==> src/rtl/fixedpoint_pkg.sv <==
`default_nettype none
// ============================================================================
// Module      : fixedpoint (package)
// Description : Q16.16 number type, limits and a saturating 34-bit add.
// Revision    : 1.0 - initial release
// ============================================================================
package fixedpoint;

    localparam int WIDTH     = 32;
    localparam int FRAC      = 16;
    localparam int ACC_WIDTH = WIDTH + 2;

    typedef logic signed [WIDTH-1:0]     number;
    typedef logic signed [ACC_WIDTH-1:0] acc_t;

    localparam number MAX = 32'sh7FFF_FFFF;
    localparam number MIN = 32'sh8000_0000;

    typedef struct packed {
        number value;
        logic  overflow;
    } sat_t;

    // Two guard bits keep the sum of three full-scale terms exact before clamping.
    function automatic sat_t sat_add(input acc_t acc, input number term);
        acc_t s;
        sat_t r;
        s = acc + acc_t'(term);
        if (s > acc_t'(MAX)) begin
            r.value    = MAX;
            r.overflow = 1'b1;
        end else if (s < acc_t'(MIN)) begin
            r.value    = MIN;
            r.overflow = 1'b1;
        end else begin
            r.value    = s[WIDTH-1:0];
            r.overflow = 1'b0;
        end
        return r;
    endfunction

endpackage
`default_nettype wire

==> src/rtl/dot3_accum.sv <==
`default_nettype none
// ============================================================================
// Module      : dot3_accum
// Description : Sums groups of three Q16.16 product terms with saturation.
// Revision    : 1.0 - initial release
// ============================================================================
module dot3_accum
    import fixedpoint::*;
(
    input  logic  clk,
    input  logic  rst,
    input  logic  in_valid,
    input  number prod,
    input  logic  clr,
    output number sum,
    output logic  out_valid,
    output logic  overflow,
    output logic  busy
);

    localparam logic [1:0] c_E0 = 2'd0;
    localparam logic [1:0] c_E1 = 2'd1;
    localparam logic [1:0] c_E2 = 2'd2;

    logic [1:0] r_state;
    logic [1:0] w_next_state;
    acc_t       r_acc;
    number      r_sum;
    logic       r_out_valid;
    logic       r_overflow;

    logic       w_accept;
    logic       w_load;
    logic       w_add;
    logic       w_fire;
    sat_t       w_sat;

    // clr outranks in_valid: a term presented together with clr is dropped.
    assign w_accept = in_valid && !clr;
    assign w_sat    = sat_add(r_acc, prod);

    always_ff @(posedge clk) begin
        if (rst) begin
            r_state <= c_E0;
        end else begin
            r_state <= w_next_state;
        end
    end

    always_comb begin
        w_next_state = r_state;
        if (clr) begin
            w_next_state = c_E0;
        end else if (in_valid) begin
            case (r_state)
                c_E0:    w_next_state = c_E1;
                c_E1:    w_next_state = c_E2;
                default: w_next_state = c_E0;
            endcase
        end
    end

    always_comb begin
        w_load = 1'b0;
        w_add  = 1'b0;
        w_fire = 1'b0;
        busy   = 1'b0;
        case (r_state)
            c_E0: begin
                w_load = w_accept;
            end
            c_E1: begin
                w_add = w_accept;
                busy  = 1'b1;
            end
            default: begin
                w_fire = w_accept;
                busy   = 1'b1;
            end
        endcase
    end

    always_ff @(posedge clk) begin
        if (rst || clr) begin
            r_acc <= '0;
        end else if (w_load) begin
            r_acc <= acc_t'(prod);
        end else if (w_add) begin
            r_acc <= r_acc + acc_t'(prod);
        end else if (w_fire) begin
            r_acc <= '0;
        end
    end

    // Output stage is independent of clr so a completed group always emits its pulse.
    always_ff @(posedge clk) begin
        if (rst) begin
            r_out_valid <= 1'b0;
            r_sum       <= '0;
            r_overflow  <= 1'b0;
        end else if (w_fire) begin
            r_out_valid <= 1'b1;
            r_sum       <= w_sat.value;
            r_overflow  <= w_sat.overflow;
        end else begin
            r_out_valid <= 1'b0;
            r_sum       <= '0;
            r_overflow  <= 1'b0;
        end
    end

    assign sum       = r_sum;
    assign out_valid = r_out_valid;
    assign overflow  = r_overflow;

endmodule
`default_nettype wire

==> config.mk <==
export PLATFORM = sky130hd
export DESIGN_NAME = dot3_accum
export DESIGN_NICKNAME = d
export VERILOG_FILES = /design/src/rtl/fixedpoint_pkg.sv /design/src/rtl/dot3_accum.sv
export SDC_FILE = /design/constraint.sdc
export NUM_CORES = 1
export LEC_CHECK = 0
export ABC_AREA = 0
export BUFFER_PORTS_ARGS = -buffer_cell sky130_fd_sc_hd__buf_2
export CAP_MARGIN = 20
export CELL_PAD_IN_SITES_DETAIL_PLACEMENT = 1
export CELL_PAD_IN_SITES_GLOBAL_PLACEMENT = 1
export CORE_MARGIN = 2
export CORE_UTILIZATION = 43
export CTS_CLUSTER_SIZE = 25
export DETAILED_ROUTE_END_ITERATION = 8
export PLACE_DENSITY = 0.8
export SLEW_MARGIN = 30
export SYNTH_ARGS = -nofsm -noshare
export SYNTH_HDL_FRONTEND = slang
export SYNTH_SLANG_ARGS = --single-unit
==> constraint.sdc <==
create_clock -name clk -period 4.3 [get_ports clk]
set_input_delay 0.43 -clock clk [delete_from_list [all_inputs] [get_ports clk]]
set_output_delay 0.43 -clock clk [all_outputs]
set_load 0.03 [all_outputs]
=== After elaboration in Yosys (flattened, before gate mapping) ===
Cells that the tools add are included.

* Flip-flop bits (word level): 70
* Bits of input ports: 36
* Output and inout port bits: 35
* Logic and storage cells: 31

* Add/subtract/negate cells: 1
* Magnitude comparators: 2
* Equality and inequality tests: 1
* Mux-type cells: 11
* Bitwise logic cells: 1
* Reductions and logical operators: 9

{| class="wikitable"
|+ Operators by type and width
! cell !! number
|-
| $mux W34 || 3
|-
| $add A34 B32 Y34 || 1
|-
| $gt A34 B32 Y1 const B || 1
|-
| $lt A34 B32 Y1 const B || 1
|-
| $mux W33 || 1
|-
| $mux W32 || 1
|-
| $reduce_or A2 Y1 || 3
|-
| $mux W1 || 5
|-
| $pmux W2 S2 || 1
|-
| $reduce_bool A3 Y1 || 1
|-
| $reduce_or A3 Y1 || 1
|-
| $eq A2 B1 Y1 const B || 1
|-
| $logic_not A2 Y1 || 1
|-
| $logic_and A1 B1 Y1 || 1
|-
| $logic_not A1 Y1 || 1
|-
| $logic_or A1 B1 Y1 || 1
|-
| $not A1 Y1 || 1
|}

=== Depth between registers and ports, before layout ===
Gate-level depths: netlist (run 1).

* Depth in word-level cells: 6
* Mapped depth: 14
* Gate-level depth less buffers: 12

=== Least setup slack after synthesis (run 1) ===
Ideal clock, no wire load.

* Kind: input-to-reg
* Start: in prod[0]
* End: reg r_sum[25] (netlist: sum[25])
* Setup time: 0.067 ns
* Data arrival time: 3.040 ns
* Required time: 4.233 ns
* Path slack: 1.193 ns
* Stages on the path: 14
* Buffers on the path: 2
* Cells stage by stage: ha_1 -> inv_1 -> fa_1 -> and2b_1 -> o2111ai_2 -> a21oi_2 -> o21ai_2 -> a2111o_1 -> a222oi_1 -> o21ai_2 -> or2_1 -> buf_6 -> buf_8 -> o21ai_2

* Cells in the longest elaborated chain, start to end: 4
* Elaborated cells between the ends (all ways): 5
* Classes of those cells: 1 x add/sub; 2 x order compare; 2 x mux

{| class="wikitable"
|+ Ends and longest elaborated chain
! what !! RTL line !! text
|-
| start, declared || dot3_accum.sv:13 || <nowiki>input number prod,</nowiki>
|-
| $add A34 B32 Y34 * || fixedpoint_pkg.sv:28 || <nowiki>s = acc + acc_t'(term);</nowiki>
|-
| $lt A34 B32 Y1 || fixedpoint_pkg.sv:32 || <nowiki>end else if (s < acc_t'(MIN)) begin</nowiki>
|-
| $mux W33 || fixedpoint_pkg.sv:32 ||
|-
| $mux W32 * || fixedpoint_pkg.sv:29 || <nowiki>if (s > acc_t'(MAX)) begin</nowiki>
|-
| end signal, assigned || dot3_accum.sv:103 || <nowiki>r_sum <= w_sat.value;</nowiki>
|-
| end, declared || dot3_accum.sv:28 || <nowiki>number r_sum;</nowiki>
|}

Every way passes the cells marked *; elsewhere a longest branch is shown, timed or not.
A chain may end at the register's enable or synchronous reset.

=== Worst setup path in the final report (run 1) ===
* Start: reg r_acc[0]
* End: reg r_sum[15] (netlist: sum[15])

* Cells in the longest elaborated chain, start to end: 4
* Elaborated cells between the ends (all ways): 5
* Classes of those cells: 1 x add/sub; 2 x order compare; 2 x mux

{| class="wikitable"
|+ Ends and longest elaborated chain
! what !! RTL line !! text
|-
| start, declared || dot3_accum.sv:27 || <nowiki>acc_t r_acc;</nowiki>
|-
| start signal, assigned || dot3_accum.sv:87 || <nowiki>r_acc <= acc_t'(prod);</nowiki>
|-
| start signal, assigned || dot3_accum.sv:89 || <nowiki>r_acc <= r_acc + acc_t'(prod);</nowiki>
|-
| $add A34 B32 Y34 * || fixedpoint_pkg.sv:28 ||
|-
| $lt A34 B32 Y1 || fixedpoint_pkg.sv:32 ||
|-
| $mux W33 || fixedpoint_pkg.sv:32 ||
|-
| $mux W32 * || fixedpoint_pkg.sv:29 ||
|}

Marks and branches as above.

==> results of run 1 <==
[final timing paths]
kind	from	end	depth (start not counted)
setup / recovery	r_acc[0]	sum[15]	13
hold / removal	prod[17]	r_acc[17]	3
setup reg to reg	r_acc[0]	sum[15]	13
hold reg to reg	r_acc[2]	r_acc[2]	2
[final cells by class]
class / instances / area (sq um) / share of cell area, %
Clock buffer: 11 / 141 / 2.67
Sequential cell: 70 / 1400 / 26.5
Clock inverter: 4 / 47.5 / 0.898
Tap cell: 140 / 175 / 3.31
Inverter: 29 / 109 / 2.06
Multi-Input combinational cell: 440 / 3000 / 56.7
Timing Repair Buffer: 79 / 418 / 7.89
[logic make-up (layout without fill, tap and decap cells)]
family / count (synthesis) / count (layout)
AO/OA/AOI/OAI: 230 / 230
AND/OR/NAND/NOR: 132 / 132
flip-flops: 70 / 70
buffers and inverters: 66 / 123
adder cells (fa/ha/maj): 34 / 34
XOR/XNOR: 29 / 29
multiplexers: 15 / 15
[Yosys cell counts, types with 2 or more instances]
library cell and number:
sky130_fd_sc_hd__a211o_1 3, sky130_fd_sc_hd__a211oi_1 5, sky130_fd_sc_hd__a21boi_0 2, sky130_fd_sc_hd__a21o_1 16, sky130_fd_sc_hd__a21oi_1 67, sky130_fd_sc_hd__a21oi_2 2, sky130_fd_sc_hd__a221oi_1 6, sky130_fd_sc_hd__a31oi_1 3
sky130_fd_sc_hd__a41oi_1 2, sky130_fd_sc_hd__and2_1 4, sky130_fd_sc_hd__and3_1 4, sky130_fd_sc_hd__buf_1 2, sky130_fd_sc_hd__buf_2 11, sky130_fd_sc_hd__buf_4 2, sky130_fd_sc_hd__clkbuf_1 20, sky130_fd_sc_hd__dfxtp_1 70
sky130_fd_sc_hd__ha_1 33, sky130_fd_sc_hd__inv_1 29, sky130_fd_sc_hd__mux2_2 2, sky130_fd_sc_hd__mux2i_1 13, sky130_fd_sc_hd__nand2_1 30, sky130_fd_sc_hd__nand2b_1 8, sky130_fd_sc_hd__nand3_1 11, sky130_fd_sc_hd__nand3b_1 2
sky130_fd_sc_hd__nand4_1 7, sky130_fd_sc_hd__nor2_1 40, sky130_fd_sc_hd__nor2b_1 6, sky130_fd_sc_hd__nor3_1 6, sky130_fd_sc_hd__nor3b_1 3, sky130_fd_sc_hd__o211a_1 12, sky130_fd_sc_hd__o211ai_1 8, sky130_fd_sc_hd__o21a_1 2
sky130_fd_sc_hd__o21ai_0 63, sky130_fd_sc_hd__o21ai_1 7, sky130_fd_sc_hd__o21ai_2 12, sky130_fd_sc_hd__o21bai_1 2, sky130_fd_sc_hd__o31ai_1 2, sky130_fd_sc_hd__or2_2 2, sky130_fd_sc_hd__or3_1 3, sky130_fd_sc_hd__xnor2_1 17
sky130_fd_sc_hd__xor2_1 12
[power by group through the flow]
stage / combinational, mW / sequential (mW) / clock [mW]
floorplan: 0.270 / 0.688 / 0
global placement: 0.367 / 0.688 / 0
detailed placement: 0.380 / 0.689 / 0
CTS: 0.383 / 0.674 / 0.549
global route: 0.425 / 0.676 / 0.575
finish: 0.388 / 0.674 / 0.538
[worst reg2reg max path, stage by stage (launching register included)]
cell	delay, ns
sky130_fd_sc_hd__dfxtp_1	0.35
sky130_fd_sc_hd__ha_1	0.21
sky130_fd_sc_hd__inv_1	0.07
sky130_fd_sc_hd__fa_1	0.40
sky130_fd_sc_hd__and2b_1	0.24
sky130_fd_sc_hd__o2111ai_2	0.14
sky130_fd_sc_hd__a21oi_2	0.32
sky130_fd_sc_hd__a21oi_1	0.15
sky130_fd_sc_hd__o21ai_0	0.46
sky130_fd_sc_hd__a222oi_1	0.20
sky130_fd_sc_hd__o21ai_2	0.23
sky130_fd_sc_hd__or2_1	0.45
sky130_fd_sc_hd__buf_4	0.29
sky130_fd_sc_hd__o21ai_0	0.12
[flip-flops by register name, summed over array words and instances (netlist names)]
signal,flops
out_valid,1
overflow,1
r_acc,34
r_state,2
sum,32
[metrics by stage]
step,instance area (sq um),utilization (%)
after floorplan,4690,-
after global placement,5100,47.5
after detailed placement,5110,47.5
after CTS,5300,49.3
after global routing,5300,49.3
final,5300,49.3
[per-layer routing]
metal / track usage (%) / vias up
met3: 4.64 / 20
li1: - / 2200
met2: 44.6 / 124
met5: 0 / -
met1: 34.8 / 2251
met4: 7.88 / 0
==> key figures, run 1 <==
Run status
  – Result of the run: finished, final reports clean

Pwr
  – Part of the power in registers: 42.1%
  – Portion of total power attributed to the clock network: 33.6%
  – Static Leakage: 2.52 nW
  – Internal Pwr Total: 1.08 mW
  – Max VDD drop: 0.000149 V
  – Pwr per Cell Area: 302 mW/mm^2
  – Net Switching: 516 uW
  – Switching part of the total: 32.3%
  – Share of power burned in combinational logic: 24.2%
  – Final total power: 1.60 mW

Detailed routing
  – Number of iterations in the first detailed-routing pass: 5
  – Top routing layer in use: met4
  – Count of unresolved DRC violations after routing: 0
  – Vias per std cell: 5.94
  – Violation count after the first detailed-route iteration: 250
  – DRT Wirelength: 15100 um
  – Post-route met1 wirelength: 7020 um
  – Final routed wire length divided by cell count: 19.5 um
  – Routed via count: 4595
  – Routed wl met2: 7080 um
  – Met3 routed WL: 740 um
  – Final ANT Viol Nets: 0

Worst hold path
  – Worst hold-check path type: in2reg

Finish
  – Top library cells by usage in the layout, fill and taps aside: 70 x sky130_fd_sc_hd__buf_2, 70 x sky130_fd_sc_hd__dfxtp_1, 67 x sky130_fd_sc_hd__a21oi_1, 63 x sky130_fd_sc_hd__o21ai_0, 39 x sky130_fd_sc_hd__nor2_1
  – Share of cells above drive strength 1: 18.6%
  – Inserted Diodes: 0
  – Final Instance Count excl. Fillers: 773
  – Number of nets in the finished design: 699
  – Filler cell count: 1360
  – Syn-to-layout area delta: 12.9%

CTS
  – Count of instances resized after the clock tree is built: 0
  – Buffers from clock root to sink, at most: 2
  – TritonCTS clock tree: built
  – TritonCTS Buffers: 9
  – Hold_buf cts: 0
  – H-tree depth: 3
  – Clock transition at the registers of the reported paths: 0.08 ns
  – Worst skew pair latency: 0.37 ns
  – Number of buffers inserted to repair setup after CTS: 0
  – Cell at the root of the clock tree: sky130_fd_sc_hd__clkbuf_8
  – Clock sink count: 70

Global routing
  – Vias in the first global route: 4685
  – Congestion Overflow GR: 0
  – Global Route Usage Sum: 26.6%
  – Global-route wire length before repair: 24100 um
  – Maximum number of pins on one net before global-route repair: 41
  – Initial antenna violation count: 0

Floorplanning
  – Core Rows: 38
  – Top Ports: 71
  – Vertical die dimension: 108 um
  – Core area: 0.0107 sq mm
  – Effective utilization at floorplan: 43.7%
  – Die width: 108 um
  – Floorplan die area: 0.0118 sq mm

Yosys
  – Commonest register cell after synthesis: sky130_fd_sc_hd__dfxtp_1
  – Synthesis-stage register bit count: 70
  – Synth top area share: 29.9%
  – Cell Area, Synth: 0.00469 sq mm
  – Number of warnings printed during yosys synthesis: 0
  – Cell types with the largest area share after synthesis: sky130_fd_sc_hd__dfxtp_1 30%, sky130_fd_sc_hd__ha_1 8.8%, sky130_fd_sc_hd__a21oi_1 7.1%, sky130_fd_sc_hd__o21ai_0 6.7%, sky130_fd_sc_hd__nor2_1 3.2%
  – Ys async rst share: 0%
  – Net count after synthesis: 646
  – Xor-xnor portion of the synthesized cell area: 5.41%
  – Fraction of the yosys area taken by sequential cells: 29.9%
  – Distinct cell type count after synthesis: 66
  – Number of standard cells after synthesis: 576
  – Fraction of the mapped netlist area in compound gates: 32.3%
  – Largest area contributor in the netlist: sky130_fd_sc_hd__dfxtp_1
  – Mapped Avg Cell Area: 8.14 sq um
  – Multiplexer share of the synthesized area: 3.25%
  – Dominant combinational cell family by area after synthesis: compound AO/OA/AOI/OAI gates
  – Number of synthesized flops with an enable pin: 0
  – Simple logic cell fraction of the synthesized area: 13.8%
  – Post-synthesis adder-cell area fraction: 9.23%

Timing
  – Number of hold violations in the final report: 0
  – Pins Over Slew Limit: 0
  – Maximum frequency from static timing analysis: 0.267 GHz
  – Unrepaired setup endpoints after global routing: no
  – Setup-violating endpoint count in the final report: 0
  – Least-Margin Pin Slew: 0.985 ns
  – Total negative setup slack: 0 ns
  – Headroom to the max-slew limit: 34.1%
  – Final WS setup: 0.555 ns
  – Minimum hold slack: 0.363 ns
  – Final period demand of the worst path: 3.75 ns
  – Portion of the clock cycle consumed by the worst path in the final layout: 87.1%
  – Max Clock Skew: 0.00835 ns

Critical path
  – Kind of end point of the critical path: register
  – Critical Path Slowest Stage Cell: sky130_fd_sc_hd__o21ai_0
  – Most repeated library cell on the critical path: sky130_fd_sc_hd__o21ai_0
  – Sequence of cells on the critical path: ha_1 > inv_1 > fa_1 > and2b_1 > o2111ai_2 > a21oi_2 > a21oi_1 > o21ai_0 > a222oi_1 > o21ai_2 > or2_1 > buf_4 > o21ai_0
  – R2R Setup Slk: 0.55 ns
  – Worst Path Max Fanout: 14
  – Start-to-end type of the worst setup path: reg2reg
  – Required @ worst endpoint: 4.54 ns
  – Cell family contributing the most delay on the critical path: compound AO/OA/AOI/OAI gates
  – Worst EP arrival: 3.99 ns
  – Max stage delay on crit path: 0.46 ns
  – Combined buffer and inverter count along the critical path: 2
  – Type of element launching the critical path: register

Flow run
  – Count of max-cap constraint violations: 0

Placed design
  – Pre-CTS setup slack: 0.393 ns
  – Number of port buffers: 70
  – Detailed placer's ending HPWL: 11200 um
  – Inst Count DP: 758
  – Final GP Congestion: 0.961
(Power assumes the default switching activity.)
==> run 2: changes to the inputs <==
--- a/config.mk
+++ b/config.mk
@@ -6,14 +6,14 @@
 export NUM_CORES = 1
 export LEC_CHECK = 0
 export ABC_AREA = 0
-export BUFFER_PORTS_ARGS = -buffer_cell sky130_fd_sc_hd__buf_2
 export CAP_MARGIN = 20
 export CELL_PAD_IN_SITES_DETAIL_PLACEMENT = 1
 export CELL_PAD_IN_SITES_GLOBAL_PLACEMENT = 1
 export CORE_MARGIN = 2
-export CORE_UTILIZATION = 43
+export CORE_UTILIZATION = 48
 export CTS_CLUSTER_SIZE = 25
 export DETAILED_ROUTE_END_ITERATION = 8
+export DONT_BUFFER_PORTS = 1
 export PLACE_DENSITY = 0.8
 export SLEW_MARGIN = 30
 export SYNTH_ARGS = -nofsm -noshare
==> run 2 against run 1 <==
Worst hold slack lost 0.16 ns. Worst setup slack gained 0.15 ns. Total power is 5.5% higher. Critical path depth unchanged. Highest routed layer unchanged. Largest power group unchanged. Cell count decreased by 10%. Core utilization rose by 2.4 points.
==> key figures, run 2 (synthesized netlist as in run 1, its figures left out) <==
Global routing
  – Congestion Overflow GR: 0
  – Initial antenna violation count: 0
  – Maximum number of pins on one net before global-route repair: 42
  – Global-route wire length before repair: 23600 um
  – Vias in the first global route: 4532
  – Global Route Usage Sum: 28.9%

Floorplanning
  – Floorplan die area: 0.0106 sq mm
  – Die width: 103 um
  – Effective utilization at floorplan: 48.7%
  – Top Ports: 71
  – Core area: 0.00964 sq mm
  – Vertical die dimension: 103 um
  – Core Rows: 36

Flow run
  – Count of max-cap constraint violations: 0

Placed design
  – Pre-CTS setup slack: 0.650 ns
  – Number of port buffers: 0
  – Detailed placer's ending HPWL: 10800 um
  – Final GP Congestion: 0.982

Critical path
  – Worst Path Max Fanout: 21
  – Sequence of cells on the critical path: ha_1 > inv_1 > fa_1 > and2b_1 > o2111ai_2 > a21oi_2 > o21ai_2 > a2111o_1 > nor2b_1 > xnor2_1 > o31a_2 > buf_12 > o21ai_0
  – Kind of end point of the critical path: register
  – Max stage delay on crit path: 0.43 ns
  – Required @ worst endpoint: 4.53 ns
  – Worst EP arrival: 3.82 ns
  – Start-to-end type of the worst setup path: reg2reg
  – Type of element launching the critical path: register
  – Critical Path Slowest Stage Cell: sky130_fd_sc_hd__a2111o_1

Pwr
  – Pwr per Cell Area: 339 mW/mm^2
  – Internal Pwr Total: 1.17 mW
  – Max VDD drop: 0.000141 V
  – Final total power: 1.69 mW
  – Net Switching: 514 uW
  – Static Leakage: 2.21 nW
  – Portion of total power attributed to the clock network: 39.1%
  – Part of the power in registers: 40.0%
  – Share of power burned in combinational logic: 20.8%
  – Switching part of the total: 30.4%

Timing
  – Total negative setup slack: 0 ns
  – Number of hold violations in the final report: 0
  – Max Clock Skew: 0.0119 ns
  – Final period demand of the worst path: 3.59 ns
  – Pins Over Slew Limit: 0
  – Setup-violating endpoint count in the final report: 0
  – Unrepaired setup endpoints after global routing: no
  – Maximum frequency from static timing analysis: 0.278 GHz
  – Portion of the clock cycle consumed by the worst path in the final layout: 83.6%
  – Headroom to the max-slew limit: 40.6%
  – Least-Margin Pin Slew: 0.887 ns
  – Final WS setup: 0.706 ns

Finish
  – Share of cells above drive strength 1: 8.36%
  – Syn-to-layout area delta: 6.16%
  – Top library cells by usage in the layout, fill and taps aside: 70 x sky130_fd_sc_hd__dfxtp_1, 67 x sky130_fd_sc_hd__a21oi_1, 63 x sky130_fd_sc_hd__o21ai_0, 40 x sky130_fd_sc_hd__nor2_1, 33 x sky130_fd_sc_hd__ha_1
  – Register with the most flip-flops: r_acc
  – Inserted Diodes: 0
  – Most common cell after layout, fill and taps aside: sky130_fd_sc_hd__dfxtp_1
  – Max FFs per register: 34
  – Number of nets in the finished design: 627

CTS
  – TritonCTS Buffers: 9
  – H-tree depth: 3
  – Worst skew pair latency: 0.37 ns
  – TritonCTS clock tree: built
  – Clock transition at the registers of the reported paths: 0.08 ns
  – Buffers from clock root to sink, at most: 2
  – Hold_buf cts: 0
  – Number of buffers inserted to repair setup after CTS: 0
  – Clock sink count: 70
  – Count of instances resized after the clock tree is built: 0
  – Cell at the root of the clock tree: sky130_fd_sc_hd__clkbuf_8

Detailed routing
  – Final routed wire length divided by cell count: 21.5 um
  – DRT Wirelength: 14900 um
  – Count of unresolved DRC violations after routing: 0
  – Final ANT Viol Nets: 0
  – Violation count after the first detailed-route iteration: 192
  – Number of iterations in the first detailed-routing pass: 5
  – Vias per std cell: 6.28
  – Routed via count: 4367

Worst hold path
  – Worst hold-check path type: in2reg

Run status
  – Result of the run: finished, final reports clean
-- run 2: through the flow --
step	area, sq um	hold slack (ns)	std cells	utilization [%]
6_report	4980	0.206	695	51.7
5_1_grt	4980	0.198	695	51.7
4_1_cts	4980	0.196	695	51.7
3_5_place_dp	4740	0.473	679	49.2
3_3_place_gp	4740	0.459	679	49.2
2_1_floorplan	4690	0.450	576	-
-- run 2: routing by layer --
metal	wire [um]	vias up	GRT usage, %
li1	-	2053	-
met3	829	32	6.44
met1	6570	2153	36.3
met4	407	0	9.92
met2	7140	129	49.1
met5	0	-	0
-- run 2: layout make-up --
| type | instances | area [sq um] |
|---|---|---|
| clock buffers | 9 | 124 |
| clock inverters | 7 | 113 |
| well taps | 133 | 166 |
| multi-input cells | 440 | 3000 |
| fillers | 1201 | 4660 |
| flip-flops and latches | 70 | 1400 |
| inverters | 29 | 109 |
| repair buffers | 7 | 65.1 |
-- run 2: power by group through the flow --
stage                     registers [mW]  clock network [mW]  logic, mW
after global routing               0.678               0.693      0.388
after global placement             0.690                   0      0.331
after CTS                          0.676               0.670      0.348
after detailed placement           0.691                   0      0.342
after floorplan                    0.688                   0      0.270
final                              0.676               0.660      0.352
-- run 2: worst paths after layout --
kind / from / slack [ns] / to / depth (start not counted)
worst max-delay path: r_acc[0] / 0.71 / sum[10] / 13
worst min-delay path: in_valid / 0.21 / r_acc[16] / 1
worst max register to register: r_acc[0] / 0.71 / sum[10] / 13
worst min register to register: r_acc[14] / 0.49 / r_acc[14] / 1
-- run 2: worst max-delay path, delay by kind of cell, from the launching register on --
kind / cells / cell delay [ns]
AOI/OAI and AO/OA: 6 / 1.52
adders and majority gates: 2 / 0.59
and+or+nand+nor: 2 / 0.39
DFF: 1 / 0.33
xor gates and xnor gates: 1 / 0.32
buffers and inverters: 2 / 0.30
==> run 3: changes to the inputs <==
==> constraint.sdc (replaced) <==
create_clock -name clk -period 3.4 [get_ports clk]
set_input_delay 0.34 -clock clk [delete_from_list [all_inputs] [get_ports clk]]
set_output_delay 0.34 -clock clk [all_outputs]
set_load 0.03 [all_outputs]
==> run 3 against run 2 <==
Worst setup slack lost 0.49 ns. Routed wire length grew 0.21%. Clock power shrank 2%. First-iteration DRC count shrank 19%. Sequential cell count is the same.
==> key figures, run 3 (synthesized netlist as in run 1, its figures left out) <==
Run status
  – Result of the run: finished, final reports clean

Finish
  – Final Instance Count excl. Fillers: 707
  – Max FFs per register: 34
  – Number of nets in the finished design: 639
  – Syn-to-layout area delta: 7.82%
  – Inserted Diodes: 0
  – Share of cells above drive strength 1: 11.1%
  – Register with the most flip-flops: r_acc
  – Most common cell after layout, fill and taps aside: sky130_fd_sc_hd__dfxtp_1
  – Top library cells by usage in the layout, fill and taps aside: 70 x sky130_fd_sc_hd__dfxtp_1, 67 x sky130_fd_sc_hd__a21oi_1, 62 x sky130_fd_sc_hd__o21ai_0, 40 x sky130_fd_sc_hd__nor2_1, 32 x sky130_fd_sc_hd__ha_1

Timing
  – Headroom to the max-slew limit: 38.4%
  – Final period demand of the worst path: 3.19 ns
  – Maximum frequency from static timing analysis: 0.314 GHz
  – Least-Margin Pin Slew: 0.921 ns
  – Total negative setup slack: 0 ns
  – Pins Over Slew Limit: 0
  – Setup-violating endpoint count in the final report: 0
  – Number of hold violations in the final report: 0
  – Portion of the clock cycle consumed by the worst path in the final layout: 93.7%
  – Unrepaired setup endpoints after global routing: no
  – Max Clock Skew: 0.0130 ns

Critical path
  – Worst Path Max Fanout: 21
  – Cell depth of the worst flop-to-flop path: 13
  – R2R Setup Slk: 0.21 ns
  – Start-to-end type of the worst setup path: reg2reg
  – Reg2Reg Capture Point: sum[10]
  – Kind of end point of the critical path: register
  – Worst EP arrival: 3.47 ns
  – Type of element launching the critical path: register
  – Required @ worst endpoint: 3.68 ns
  – Source of the worst register-to-register timing path: r_acc[0]

Detailed routing
  – Final ANT Viol Nets: 0
  – Number of iterations in the first detailed-routing pass: 4
  – Count of unresolved DRC violations after routing: 0
  – Vias per std cell: 6.23
  – Violation count after the first detailed-route iteration: 155
  – DRT Wirelength: 15000 um
  – Final routed wire length divided by cell count: 21.2 um
  – Routed via count: 4407

Pwr
  – Max VDD drop: 0.000209 V
  – Share of power burned in combinational logic: 23.4%
  – Part of the power in registers: 43.5%
  – Switching part of the total: 33.1%
  – Static Leakage: 2.25 nW
  – Net Switching: 652 uW
  – Portion of total power attributed to the clock network: 33.0%
  – Pwr per Cell Area: 390 mW/mm^2
  – Internal Pwr Total: 1.32 mW

Floorplanning
  – Effective utilization at floorplan: 48.7%
  – Core Rows: 36
  – Floorplan die area: 0.0106 sq mm
  – Core area: 0.00964 sq mm
  – Die width: 103 um
  – Vertical die dimension: 103 um
  – Top Ports: 71

Placed design
  – Final GP Congestion: 0.977
  – Detailed placer's ending HPWL: 10900 um
  – Number of port buffers: 0
  – Inst Count DP: 689

CTS
  – Clock sink count: 70
  – TritonCTS Buffers: 9
  – H-tree depth: 3
  – Hold_buf cts: 0
  – Worst skew pair latency: 0.37 ns
  – Cell at the root of the clock tree: sky130_fd_sc_hd__clkbuf_8
  – Buffers from clock root to sink, at most: 2
  – Clock transition at the registers of the reported paths: 0.08 ns
  – TritonCTS clock tree: built

Global routing
  – Global Route Usage Sum: 29.5%
  – Global-route wire length before repair: 24000 um
  – Congestion Overflow GR: 0
  – Maximum number of pins on one net before global-route repair: 42
  – Vias in the first global route: 4546
  – Initial antenna violation count: 0

Worst hold path
  – Hold Startpoint: in_valid
  – Hold worst-path end: r_acc[22]
  – Instance count along the most critical hold path: 1
  – Worst hold-check path type: in2reg

Flow run
  – Count of max-cap constraint violations: 0
## run 3: routing by layer
layer / GRT usage, % / up-vias / routed length (um)
met4: 9.01 / 0 / 207
met5: 0 / - / 0
met2: 49.0 / 119 / 7220
met3: 7.46 / 22 / 961
met1: 37.8 / 2185 / 6600
li1: - / 2081 / -
## run 3: how the worst max path moves through the flow
stage | startpoint | end | slack, ns
floorplan | prod[0] | sum[25] | 0.38
global route | r_acc[0] | sum[10] | 0.03
CTS | r_acc[0] | sum[10] | 0.03
detailed placement | prod[0] | sum[13] | 0.01
finish | r_acc[0] | sum[10] | 0.21
global placement | prod[0] | sum[5] | 0.14
## run 3: layout make-up
class,instances,area [sq um]
Inverter,29,109
Fill cell,1202,4580
Tap cell,133,166
Sequential cell,70,1400
Timing Repair Buffer,19,168
Clock inverter,5,33.8
Clock buffer,11,151
Multi-Input combinational cell,440,3030
## run 3: worst max-delay path: stages, from the launching register on
cell                        delay, ns
sky130_fd_sc_hd__dfxtp_1         0.35
sky130_fd_sc_hd__ha_2            0.20
sky130_fd_sc_hd__inv_1           0.06
sky130_fd_sc_hd__fa_2            0.34
sky130_fd_sc_hd__and2b_1         0.23
sky130_fd_sc_hd__o2111ai_2       0.15
sky130_fd_sc_hd__a21oi_4         0.24
sky130_fd_sc_hd__o21ai_2         0.10
sky130_fd_sc_hd__a2111o_1        0.41
sky130_fd_sc_hd__nor2b_1         0.16
sky130_fd_sc_hd__xnor2_1         0.14
sky130_fd_sc_hd__o31a_2          0.38
sky130_fd_sc_hd__buf_12          0.18
sky130_fd_sc_hd__o21ai_0         0.17
## run 3: metrics by stage
step | utilization (%) | worst slack (ns) | area (sq um) | hold slack (ns) | total power [mW]
2_1_floorplan | - | 0.383 | 4690 | 0.450 | 1.21
3_3_place_gp | 50.0 | 0.144 | 4820 | 0.460 | 1.31
3_5_place_dp | 50.0 | 0.0124 | 4820 | 0.472 | 1.32
4_1_cts | 52.0 | 0.0275 | 5010 | 0.114 | 1.97
5_1_grt | 52.5 | 0.0330 | 5060 | 0.116 | 2.07
6_report | 52.5 | 0.214 | 5060 | 0.121 | 1.97
## run 3: power by group through the flow
stage / registers (mW) / logic, mW / clock network [mW]
floorplan: 0.870 / 0.341 / 0
global placement: 0.875 / 0.432 / 0
detailed placement: 0.877 / 0.446 / 0
CTS: 0.858 / 0.453 / 0.658
global route: 0.860 / 0.510 / 0.701
finish: 0.858 / 0.462 / 0.650
## run 3: timing repair
action | CTS | global route
pin swaps | 1 | 5
setup endpoints to repair | 10 | 33
resized for setup | 1 | 9
buffers inserted | 0 | 2
